--- src/rtl/fifo_sel_arb_if.sv ---
// Bundle of request/grant signals between the FIFO flag side and the arbiter.
//
// Grant protocol: fifo_sel_res_final[7] is the grant valid bit. The consumer
// acknowledges with a one-cycle sel_done pulse, sampled at the clock edge.
// A grant also ends if its request bit drops or its hold time runs out.
// After any release there is at least one cycle with the result at 8'd0.
// state_dbg mirrors the arbiter FSM (0 = idle, 1 = holding a grant).
interface fifo_sel_arb_if #(
  parameter int PORT_NUM = 10
);
  logic [PORT_NUM-1:0] fifo_sel_bits;
  logic                rr_mode;
  logic                sel_done;
  logic [7:0]          fifo_sel_res_final;
  logic [PORT_NUM-1:0] fifo_grant_onehot;
  logic                sel_timeout;
  logic                state_dbg;

  modport master (
    output fifo_sel_bits, rr_mode, sel_done,
    input  fifo_sel_res_final, fifo_grant_onehot, sel_timeout, state_dbg
  );

  modport slave (
    input  fifo_sel_bits, rr_mode, sel_done,
    output fifo_sel_res_final, fifo_grant_onehot, sel_timeout, state_dbg
  );
endinterface

--- src/rtl/fifo_sel_arb.sv ---
// FIFO-select arbiter: grants one requesting port (fixed priority or
// round-robin) and holds that grant until done, request drop or timeout.
module fifo_sel_arb #(
  parameter int PORT_NUM = 10,
  parameter int IDX_W    = 7,
  parameter int MAX_HOLD = 16,
  parameter int CNT_W    = 8
) (
  input logic           glb_clk,
  input logic           glb_areset_n,
  fifo_sel_arb_if.slave arb
);

  typedef enum logic {
    ST_IDLE = 1'b0,
    ST_HOLD = 1'b1
  } state_t;

  state_t              state;
  logic [IDX_W-1:0]    cur_idx;
  logic [IDX_W-1:0]    last_grant;
  logic [CNT_W-1:0]    hold_cnt;

  logic [PORT_NUM-1:0] hi_mask;
  logic [PORT_NUM-1:0] hi_req;
  logic [PORT_NUM-1:0] pick_vec;
  logic [IDX_W-1:0]    win_idx;
  logic [PORT_NUM-1:0] win_oh;
  logic                rel_user;
  logic                rel_tout;

  assign arb.state_dbg = (state == ST_HOLD);

  // Ports strictly above the last grant; these win a round-robin scan first.
  always_comb begin
    hi_mask = '0;
    for (int i = 0; i < PORT_NUM; i++) begin
      hi_mask[i] = (i > int'(last_grant));
    end
  end

  assign hi_req = arb.fifo_sel_bits & hi_mask;

  // Winner = lowest set bit of the upper slice (round-robin) or of all requests.
  always_comb begin
    pick_vec = (arb.rr_mode && (|hi_req)) ? hi_req : arb.fifo_sel_bits;
    win_idx  = '0;
    win_oh   = '0;
    for (int i = PORT_NUM - 1; i >= 0; i--) begin
      if (pick_vec[i]) begin
        win_idx    = IDX_W'(i);
        win_oh     = '0;
        win_oh[i]  = 1'b1;
      end
    end
  end

  // The registered one-hot grant doubles as the mask for the held request bit.
  assign rel_user = arb.sel_done | ~(|(arb.fifo_sel_bits & arb.fifo_grant_onehot));
  assign rel_tout = (MAX_HOLD != 0) && (hold_cnt == CNT_W'(MAX_HOLD - 1));

  // Arbiter FSM with all outputs registered.
  always_ff @(posedge glb_clk or negedge glb_areset_n) begin
    if (!glb_areset_n) begin
      state                  <= ST_IDLE;
      cur_idx                <= '0;
      last_grant             <= IDX_W'(PORT_NUM - 1);
      hold_cnt               <= '0;
      arb.fifo_sel_res_final <= 8'd0;
      arb.fifo_grant_onehot  <= '0;
      arb.sel_timeout        <= 1'b0;
    end else begin
      arb.sel_timeout <= 1'b0;
      case (state)
        ST_IDLE: begin
          if (|arb.fifo_sel_bits) begin
            state                  <= ST_HOLD;
            cur_idx                <= win_idx;
            hold_cnt               <= '0;
            arb.fifo_sel_res_final <= {1'b1, 7'(win_idx)};
            arb.fifo_grant_onehot  <= win_oh;
          end
        end
        ST_HOLD: begin
          if (rel_user || rel_tout) begin
            state                  <= ST_IDLE;
            last_grant             <= cur_idx;
            arb.fifo_sel_res_final <= 8'd0;
            arb.fifo_grant_onehot  <= '0;
            arb.sel_timeout        <= rel_tout && !rel_user;
          end else if (hold_cnt != {CNT_W{1'b1}}) begin
            hold_cnt <= hold_cnt + 1'b1;
          end
        end
        default: state <= ST_IDLE;
      endcase
    end
  end

endmodule

--- src/flat_wrapper.sv ---
// flat-port wrapper written by rule: the top's interface ports become plain ports
module fifo_sel_arb_flat 
#(
  parameter int PORT_NUM = 10,
  parameter int IDX_W    = 7,
  parameter int MAX_HOLD = 16,
  parameter int CNT_W    = 8
)
  (glb_clk, glb_areset_n, arb_fifo_sel_bits, arb_rr_mode, arb_sel_done, arb_fifo_sel_res_final, arb_fifo_grant_onehot, arb_sel_timeout, arb_state_dbg);
  fifo_sel_arb_if #(.PORT_NUM(PORT_NUM)) arb_i ();
  input logic glb_clk;
  input logic glb_areset_n;
  input wire logic [$bits(arb_i.fifo_sel_bits)-1:0] arb_fifo_sel_bits;
  input wire logic [$bits(arb_i.rr_mode)-1:0] arb_rr_mode;
  input wire logic [$bits(arb_i.sel_done)-1:0] arb_sel_done;
  output wire logic [$bits(arb_i.fifo_sel_res_final)-1:0] arb_fifo_sel_res_final;
  output wire logic [$bits(arb_i.fifo_grant_onehot)-1:0] arb_fifo_grant_onehot;
  output wire logic [$bits(arb_i.sel_timeout)-1:0] arb_sel_timeout;
  output wire logic [$bits(arb_i.state_dbg)-1:0] arb_state_dbg;
  assign arb_i.fifo_sel_bits = arb_fifo_sel_bits;
  assign arb_i.rr_mode = arb_rr_mode;
  assign arb_i.sel_done = arb_sel_done;
  assign arb_fifo_sel_res_final = arb_i.fifo_sel_res_final;
  assign arb_fifo_grant_onehot = arb_i.fifo_grant_onehot;
  assign arb_sel_timeout = arb_i.sel_timeout;
  assign arb_state_dbg = arb_i.state_dbg;
  fifo_sel_arb #(.PORT_NUM(PORT_NUM), .IDX_W(IDX_W), .MAX_HOLD(MAX_HOLD), .CNT_W(CNT_W)) u_core (.glb_clk(glb_clk), .glb_areset_n(glb_areset_n), .arb(arb_i));
endmodule
--- config.mk ---
export PLATFORM = sky130hd
export DESIGN_NAME = fifo_sel_arb_flat
export DESIGN_NICKNAME = d
export VERILOG_FILES = /design/src/rtl/fifo_sel_arb_if.sv /design/src/rtl/fifo_sel_arb.sv /design/src/flat_wrapper.sv
export SDC_FILE = /design/constraint.sdc
export NUM_CORES = 1
export LEC_CHECK = 0
export ABC_AREA = 1
export CAP_MARGIN = 30
export CELL_PAD_IN_SITES_DETAIL_PLACEMENT = 1
export CELL_PAD_IN_SITES_GLOBAL_PLACEMENT = 2
export CORE_ASPECT_RATIO = 1.1
export CORE_MARGIN = 2
export CORE_UTILIZATION = 32
export CTS_BUF_LIST = sky130_fd_sc_hd__clkbuf_16
export DETAILED_ROUTE_END_ITERATION = 12
export MAX_ROUTING_LAYER = met4
export PLACE_DENSITY_LB_ADDON = 0.1
export SYNTH_ARGS = -nofsm -noshare
export SYNTH_HDL_FRONTEND = slang
export SYNTH_SLANG_ARGS = --single-unit
--- constraint.sdc ---
create_clock -name glb_clk -period 3.3 [get_ports glb_clk]
set_input_delay 0.33 -clock glb_clk [delete_from_list [all_inputs] [get_ports glb_clk]]
set_output_delay 0.33 -clock glb_clk [all_outputs]
set_load 0.01 [all_outputs]
==> key figures, run 1 <==
Global routing
  – First-pass GRT wire length: 10,030 microns
  – GRT overflow: 0
  – Largest net degree at the start of global routing: 34
  – Gr usage total: 19.91%
  – Vias in the first global route: 1,943
  – Initial antenna violation count: 0

Critical path
  – Critical path type: in2reg
  – CP Data Required Time: 3.51 ns
  – CP Max Fanout: 9
  – Arr. time, crit path: 2.49 ns
  – Setup slack, reg-to-reg: 1.25 ns
  – CP Launch Type: input pin
  – Worst setup EP type: flop

Pwr
  – Cell leakage power: 0.001243 uW
  – Max VDD drop: 0.4068 mV
  – PwrDens: 745.5 nW/um^2

Synth
  – Async set-reset flop share out of synthesis: 100.0%
  – Yosys cell types: 33
  – Number of flops mapped to enable cells by yosys: 0
  – Top post-synthesis cells by count: 90 x nand2_1, 41 x nand3_1, 31 x dfrtp_1, 22 x nor2_1, 20 x inv_1
  – Synth top area share: 39.27%
  – Area of the mapped netlist: 1976 sq um
  – Top post-synthesis cells by area: dfrtp_1 39%, nand2_1 17%, nand3_1 10%
  – Avg Cell Area, Syn: 7.210 sq um
  – Synth Flop Type: dfrtp_1
  – Count leader, synth: nand2_1
  – Sequential fraction of the synthesis area: 41.93%
  – Area leader, netlist: dfrtp_1
  – Post-synthesis instance total: 274
  – YS warnings: 0
  – Post-synthesis sequential element count: 33

Clock tree
  – Worst-skew pair later-pin latency: 0.27 ns
  – Cts hold-fix bufs: 0
  – CTS Buf Count: 5
  – Post-cts sizing count: 0
  – Htree depth: 2
  – Root buffer cell: clkbuf_16
  – CTS tree: yes
  – Longest Clk Path Bufs: 2
  – Clock Sinks: 33
  – Setup Fix Bufs, Post-CTS: 0
  – Clock transition at path regs: 0.05 ns

Die
  – Initial Util: 32.49%
  – # IOs: 34
  – Die height: 86.41 microns
  – DIE WIDTH: 78.92 microns
  – Area of the core: 6081 sq um
  – Full die area: 6819 sq um
  – Row cnt: 30

Layout
  – Layout area overhead: 27.87%
  – ANT cells: 0
  – Post-layout util: 41.54%
  – Nets: 323
  – Share of post-route cells with drive strength above 1: 10.36%

STA
  – Fmax: 0.4392 GHz
  – Number of hold violations in the final report: 0
  – Final setup viols: 0
  – Min Tclk post-route: 2.277 ns
  – Clock skew: 0.005273 ns
  – RSZ-0062 raised after global routing: no
  – Final worst-path cycle share: 69.00%
  – Slew Viols, Final: 0
  – Sum Neg Setup Slack: 0 ns

Route
  – WL final: 6101 microns
  – WL/cell: 15.68 microns
  – Final ANT Viol Nets: 0
  – Vias: 1,869
  – 1st-iter DRT viols: 62
  – DR vias/cell: 4.805
  – Number of remaining DRC errors: 0
  – DR pass1 iterations: 4

Min path
  – Worst hold path class: in2async

Flow run
  – Max cap viols: 0

Outcome
  – Status: finished, final reports clean

Placed design
  – Gpl congestion: 0.8298
  – Post-DP HPWL: 4590 microns
  – PortBufs: 30
[cell families after synthesis]
kind of cell / count (synthesis) / synth area share, %
XOR/XNOR: 5 / 2.216
other: 1 / 0.1898
AO/OA/AOI/OAI: 23 / 7.284
buffers and inverters: 34 / 7.092
adder cells (fa/ha/maj): 1 / 0.6332
AND/OR/NAND/NOR: 177 / 40.66
flip-flops: 33 / 41.93
[power breakdown]
part,total [uW],switching (uW),internal (uW),leakage (uW)
sequential,618,112,506,0.000435
clock,516,165,350,0.0000826
combinational,749,483,267,0.000725
[cell type report]
cell class	instances	area [sq um]
Tap cell	80	100.1
Clock inverter	3	37.54
Inverter	26	97.59
Multi-Input combinational cell	209	1015
Fill cell	782	3555
Sequential cell	33	828.3
Clock buffer	5	125.1
Timing Repair Buffer	33	322.8
[sequential cells by signal (all words and copies together), names as in the netlist]
name and flops:
u_core.arb.fifo_grant_onehot 10, u_core.arb.fifo_sel_res_final 5, u_core.arb.sel_timeout 1, u_core.arb.state_dbg 1, u_core.cur_idx 4, u_core.hold_cnt 8, u_core.last_grant 4
[metal layers]
metal / track usage [%] / routed length [microns] / part of all wire [%] / up-vias
met1: 24.75 / 2869 / 47 / 897
met3: 2.188 / 136 / 2.2 / 5
li1: - / - / - / 945
met2: 34.73 / 3031 / 50 / 22
met4: 5.172 / 64 / 1.0 / 0
met5: - / 0 / 0 / -
[path summary, 6_finish.rpt]
check,start,endpoint,depth (start not counted)
max,arb_fifo_sel_bits[6],u_core.hold_cnt[4],9
max reg2reg,u_core.last_grant[3],u_core.cur_idx[2],13
min reg2reg,u_core.arb.fifo_sel_res_final[7],u_core.arb.fifo_sel_res_final[7],2
min in group glb_clk,u_core.arb.fifo_sel_res_final[7],u_core.arb.fifo_sel_res_final[7],2
min,glb_areset_n,u_core.hold_cnt[2],2
max in group asynchronous,glb_areset_n,u_core.last_grant[3],2
[through the flow]
step | instances | setup WS (ns) | hold slack [ns] | cell area (sq um) | total power [uW]
2_1_floorplan | 276 | 1.616 | 0.03441 | 1983 | 1058
3_3_place_gp | 381 | 0.6809 | 0.4682 | 2364 | 1379
3_5_place_dp | 381 | 0.7036 | 0.4678 | 2364 | 1384
4_1_cts | 389 | 0.9616 | 0.4832 | 2526 | 1913
5_1_grt | 389 | 0.8330 | 0.5034 | 2526 | 2027
6_report | 389 | 1.023 | 0.4769 | 2526 | 1883
[critical path, cell delays in order]
cell and delay (ns):
clkdlybuf4s50_1 0.60, nor2_1 0.08, nand4_1 0.09, nor3_1 0.10, nor2_1 0.36, clkinv_1 0.40, o21ai_2 0.31, nand3_1 0.13
nand2_1 0.09
[cell usage in the layout (no fill, tap or decap), types with 2 or more instances in the layout]
cell / n
nor2_2: 4
dfrtp_1: 31
o21ai_1: 6
nor3_1: 3
inv_1: 21
nand3_1: 41
nand2_2: 5
xor2_1: 4
o21ai_0: 6
buf_4: 3
conb_1: 3
clkinv_1: 3
dfstp_2: 2
clkdlybuf4s50_1: 30
nor2_4: 2
a21oi_1: 6
inv_2: 4
clkbuf_16: 5
nand2_1: 90
nor2_1: 22
nand4_1: 5
Note: power is estimated with default switching activity, not from simulation.
==> run 2, diff against run 1 <==
--- a/config.mk
+++ b/config.mk
@@ -11,7 +11,7 @@
 export CELL_PAD_IN_SITES_GLOBAL_PLACEMENT = 2
 export CORE_ASPECT_RATIO = 1.1
 export CORE_MARGIN = 2
-export CORE_UTILIZATION = 32
+export CORE_UTILIZATION = 26
 export CTS_BUF_LIST = sky130_fd_sc_hd__clkbuf_16
 export DETAILED_ROUTE_END_ITERATION = 12
 export MAX_ROUTING_LAYER = met4
==> constraint.sdc (replaced) <==
create_clock -name glb_clk -period 1.85 [get_ports glb_clk]
set_input_delay 0.185 -clock glb_clk [delete_from_list [all_inputs] [get_ports glb_clk]]
set_output_delay 0.185 -clock glb_clk [all_outputs]
set_load 0.01 [all_outputs]
==> run 2 against run 1 <==
Against the previous run:
- the run now ends with setup timing left
- register-to-register slack worse by 1.3 ns
- non-clock buffer count rose by 51
- critical path depth grew 2
- sequential power grew 76%
- highest routed layer unchanged
- wire length increased by 14%
==> key figures, run 2 (synthesis results as in run 1) <==
Clock tree
  – CTS Buf Count: 5
  – Clock transition at path regs: 0.06 ns
  – Htree depth: 2
  – Cts hold-fix bufs: 0
  – Clock Sinks: 33
  – Longest Clk Path Bufs: 2
  – Root buffer cell: clkbuf_16
  – Worst-skew pair later-pin latency: 0.28 ns
  – CTS tree: yes

Pwr
  – Sw frac: 40.97%
  – Comb power frac: 50.2%
  – Sw power: 1596 uW
  – Clock power share: 21.7%
  – Max VDD drop: 0.5171 mV
  – PwrDens: 1270 nW/um^2
  – Register share of total power: 28.1%
  – Cell leakage power: 0.001496 uW
  – Int Power: 2300 uW

Layout
  – Most frequent cells in the layout: 69 x nand2_1, 53 x buf_4, 33 x nand3_1, 30 x clkdlybuf4s50_1, 29 x dfrtp_1
  – Register Area: 830.8 sq um
  – Most common cell after layout, fill and taps aside: nand2_1
  – Fillers: 919
  – Multi-input logic area: 1174 sq um
  – ANT cells: 0
  – Max FFs per register: 10
  – Largest Register: u_core.arb.fifo_grant_onehot
  – Layout area overhead: 55.29%
  – Post-layout util: 41.28%
  – Nets: 374
  – Largest regs: u_core.arb.fifo_grant_onehot: 10 flops, u_core.hold_cnt: 8 flops, u_core.arb.fifo_sel_res_final: 5 flops
  – Share of post-route cells with drive strength above 1: 33.61%
  – Count of non-filler cells in the finished layout: 447

Route
  – Vias: 2,108
  – Final ANT Viol Nets: 0
  – Number of remaining DRC errors: 0
  – WL/cell: 15.54 microns
  – 1st-iter DRT viols: 69
  – DR vias/cell: 4.716
  – DR pass1 iterations: 5
  – WL final: 6948 microns

Placed design
  – Setup WS pre-CTS: -0.2829 ns
  – Gpl congestion: 0.7852
  – Post-DP HPWL: 5297 microns
  – Placed cell count: 432
  – PortBufs: 30

Critical path
  – Arr. time, crit path: 2.16 ns
  – Critical path type: reg2reg
  – Worst setup EP type: flop
  – CP Launch Type: flop
  – Setup slack, reg-to-reg: -0.1 ns
  – Reg2Reg Depth: 11
  – Worst R2R Start: u_core.last_grant[2]
  – CP Max Fanout: 8
  – Worst Setup SP: u_core.last_grant[2]
  – R2R Path End: u_core.cur_idx[2]
  – CP Data Required Time: 2.06 ns

Die
  – DIE WIDTH: 87.12 microns
  – Row cnt: 33
  – # IOs: 34
  – Full die area: 8313 sq um
  – Area of the core: 7432 sq um
  – Die height: 95.43 microns
  – Initial Util: 26.58%

Outcome
  – Failing checks: setup timing
  – Status: complete, but fails checks

STA
  – Final setup viols: 14
  – Slew Viols, Final: 0
  – Clock skew: 0.005454 ns
  – Final worst-path cycle share: 105.4%
  – Min Tclk post-route: 1.949 ns
  – Fmax: 0.5130 GHz
  – Fin Hold WS: 0.3194 ns
  – RSZ-0062 raised after global routing: yes
  – Number of hold violations in the final report: 0
  – Fin worst setup slack: -0.09918 ns

Min path
  – Worst hold path class: in2async

Global routing
  – First-pass GRT wire length: 11,370 microns
  – Initial antenna violation count: 0
  – Largest net degree at the start of global routing: 34
  – Gr usage total: 18.46%
  – Vias in the first global route: 2,302
  – GRT overflow: 0

Flow run
  – Max cap viols: 0
-- run 2: cell count changes in the layout (fill, tap and decap cells not counted), moves of 4 or more --
cell,before,now
buf_4,3,53
nand2_1,90,69
nand2_2,5,23
nand3_1,41,33
nand3_2,1,9
nor2_4,2,6
-- run 2: cell type report --
cell class	instances	area share, %
clock buffers	5	4.078
inverters	26	3.181
well taps	87	3.548
flip-flops and latches	33	27.08
clock inverters	3	0.7341
multi-input cells	209	38.25
repair buffers	84	23.12
-- run 2: through the flow --
| step | total power (uW) | setup TNS, ns | area [sq um] |
|---|---|---|---|
| 5_1_grt | 4192 | -4.181 | 3068 |
| 4_1_cts | 3867 | -1.014 | 2992 |
| 3_5_place_dp | 2832 | -8.010 | 2703 |
| 2_1_floorplan | 1888 | 0 | 1983 |
| 6_report | 3897 | -0.9805 | 3068 |
| 3_3_place_gp | 2824 | -7.690 | 2703 |
-- run 2: worst max path at each step --
stage / endpoint / slack [ns] / cells past startpoint
floorplan: u_core.cur_idx[2] / 0.17 / 13
global placement: u_core.arb.fifo_grant_onehot[4] / -0.29 / 10
detailed placement: u_core.arb.fifo_sel_res_final[0] / -0.28 / 15
CTS: u_core.arb.fifo_sel_res_final[0] / -0.09 / 14
global route: u_core.arb.fifo_sel_res_final[0] / -0.25 / 13
finish: u_core.cur_idx[2] / -0.1 / 11
-- run 2: power by group through the flow --
stage                     combinational, uW  sequential (uW)  clock (uW)
after CTS                              1910             1080         877
final                                  1960             1090         846
after floorplan                         810             1080           0
after global placement                 1720             1100           0
after global routing                   2170             1120         901
after detailed placement               1730             1100           0
-- run 2: routing by layer --
layer	GRT usage, %	share of wire, %	up-vias
met5	-	0	-
met4	5.641	2.1	0
met3	2.424	2.1	12
met2	32.19	51	27
met1	22.17	45	1027
li1	-	-	1042
-- run 2: timing repair --
| action | CTS | global route |
|---|---|---|
| setup buffers | 6 | 1 |
| pin swaps | 12 | 17 |
| gates resized for setup | 29 | 19 |
| endpoints found under the setup margin | 16 | 31 |
| gates cloned | 0 | 0 |
-- run 2: critical path, cell delays in order (launching register included) --
cell and delay (ns):
dfrtp_2 0.46, nor2_4 0.23, nand3_2 0.13, nand2_2 0.08
nor2_2 0.05, nand3_4 0.14, nand2_8 0.11, o21bai_4 0.21
nand2_2 0.09, nor2_4 0.21, nand2_2 0.09, o21ai_1 0.08
==> run 3, diff against run 2 <==
--- a/config.mk
+++ b/config.mk
@@ -14,6 +14,7 @@
 export CORE_UTILIZATION = 26
 export CTS_BUF_LIST = sky130_fd_sc_hd__clkbuf_16
 export DETAILED_ROUTE_END_ITERATION = 12
+export HOLD_SLACK_MARGIN = 0.08
 export MAX_ROUTING_LAYER = met4
 export PLACE_DENSITY_LB_ADDON = 0.1
 export SYNTH_ARGS = -nofsm -noshare
==> results of run 3 <==
Final layout, timing and power as in run 2 (identical DEF).
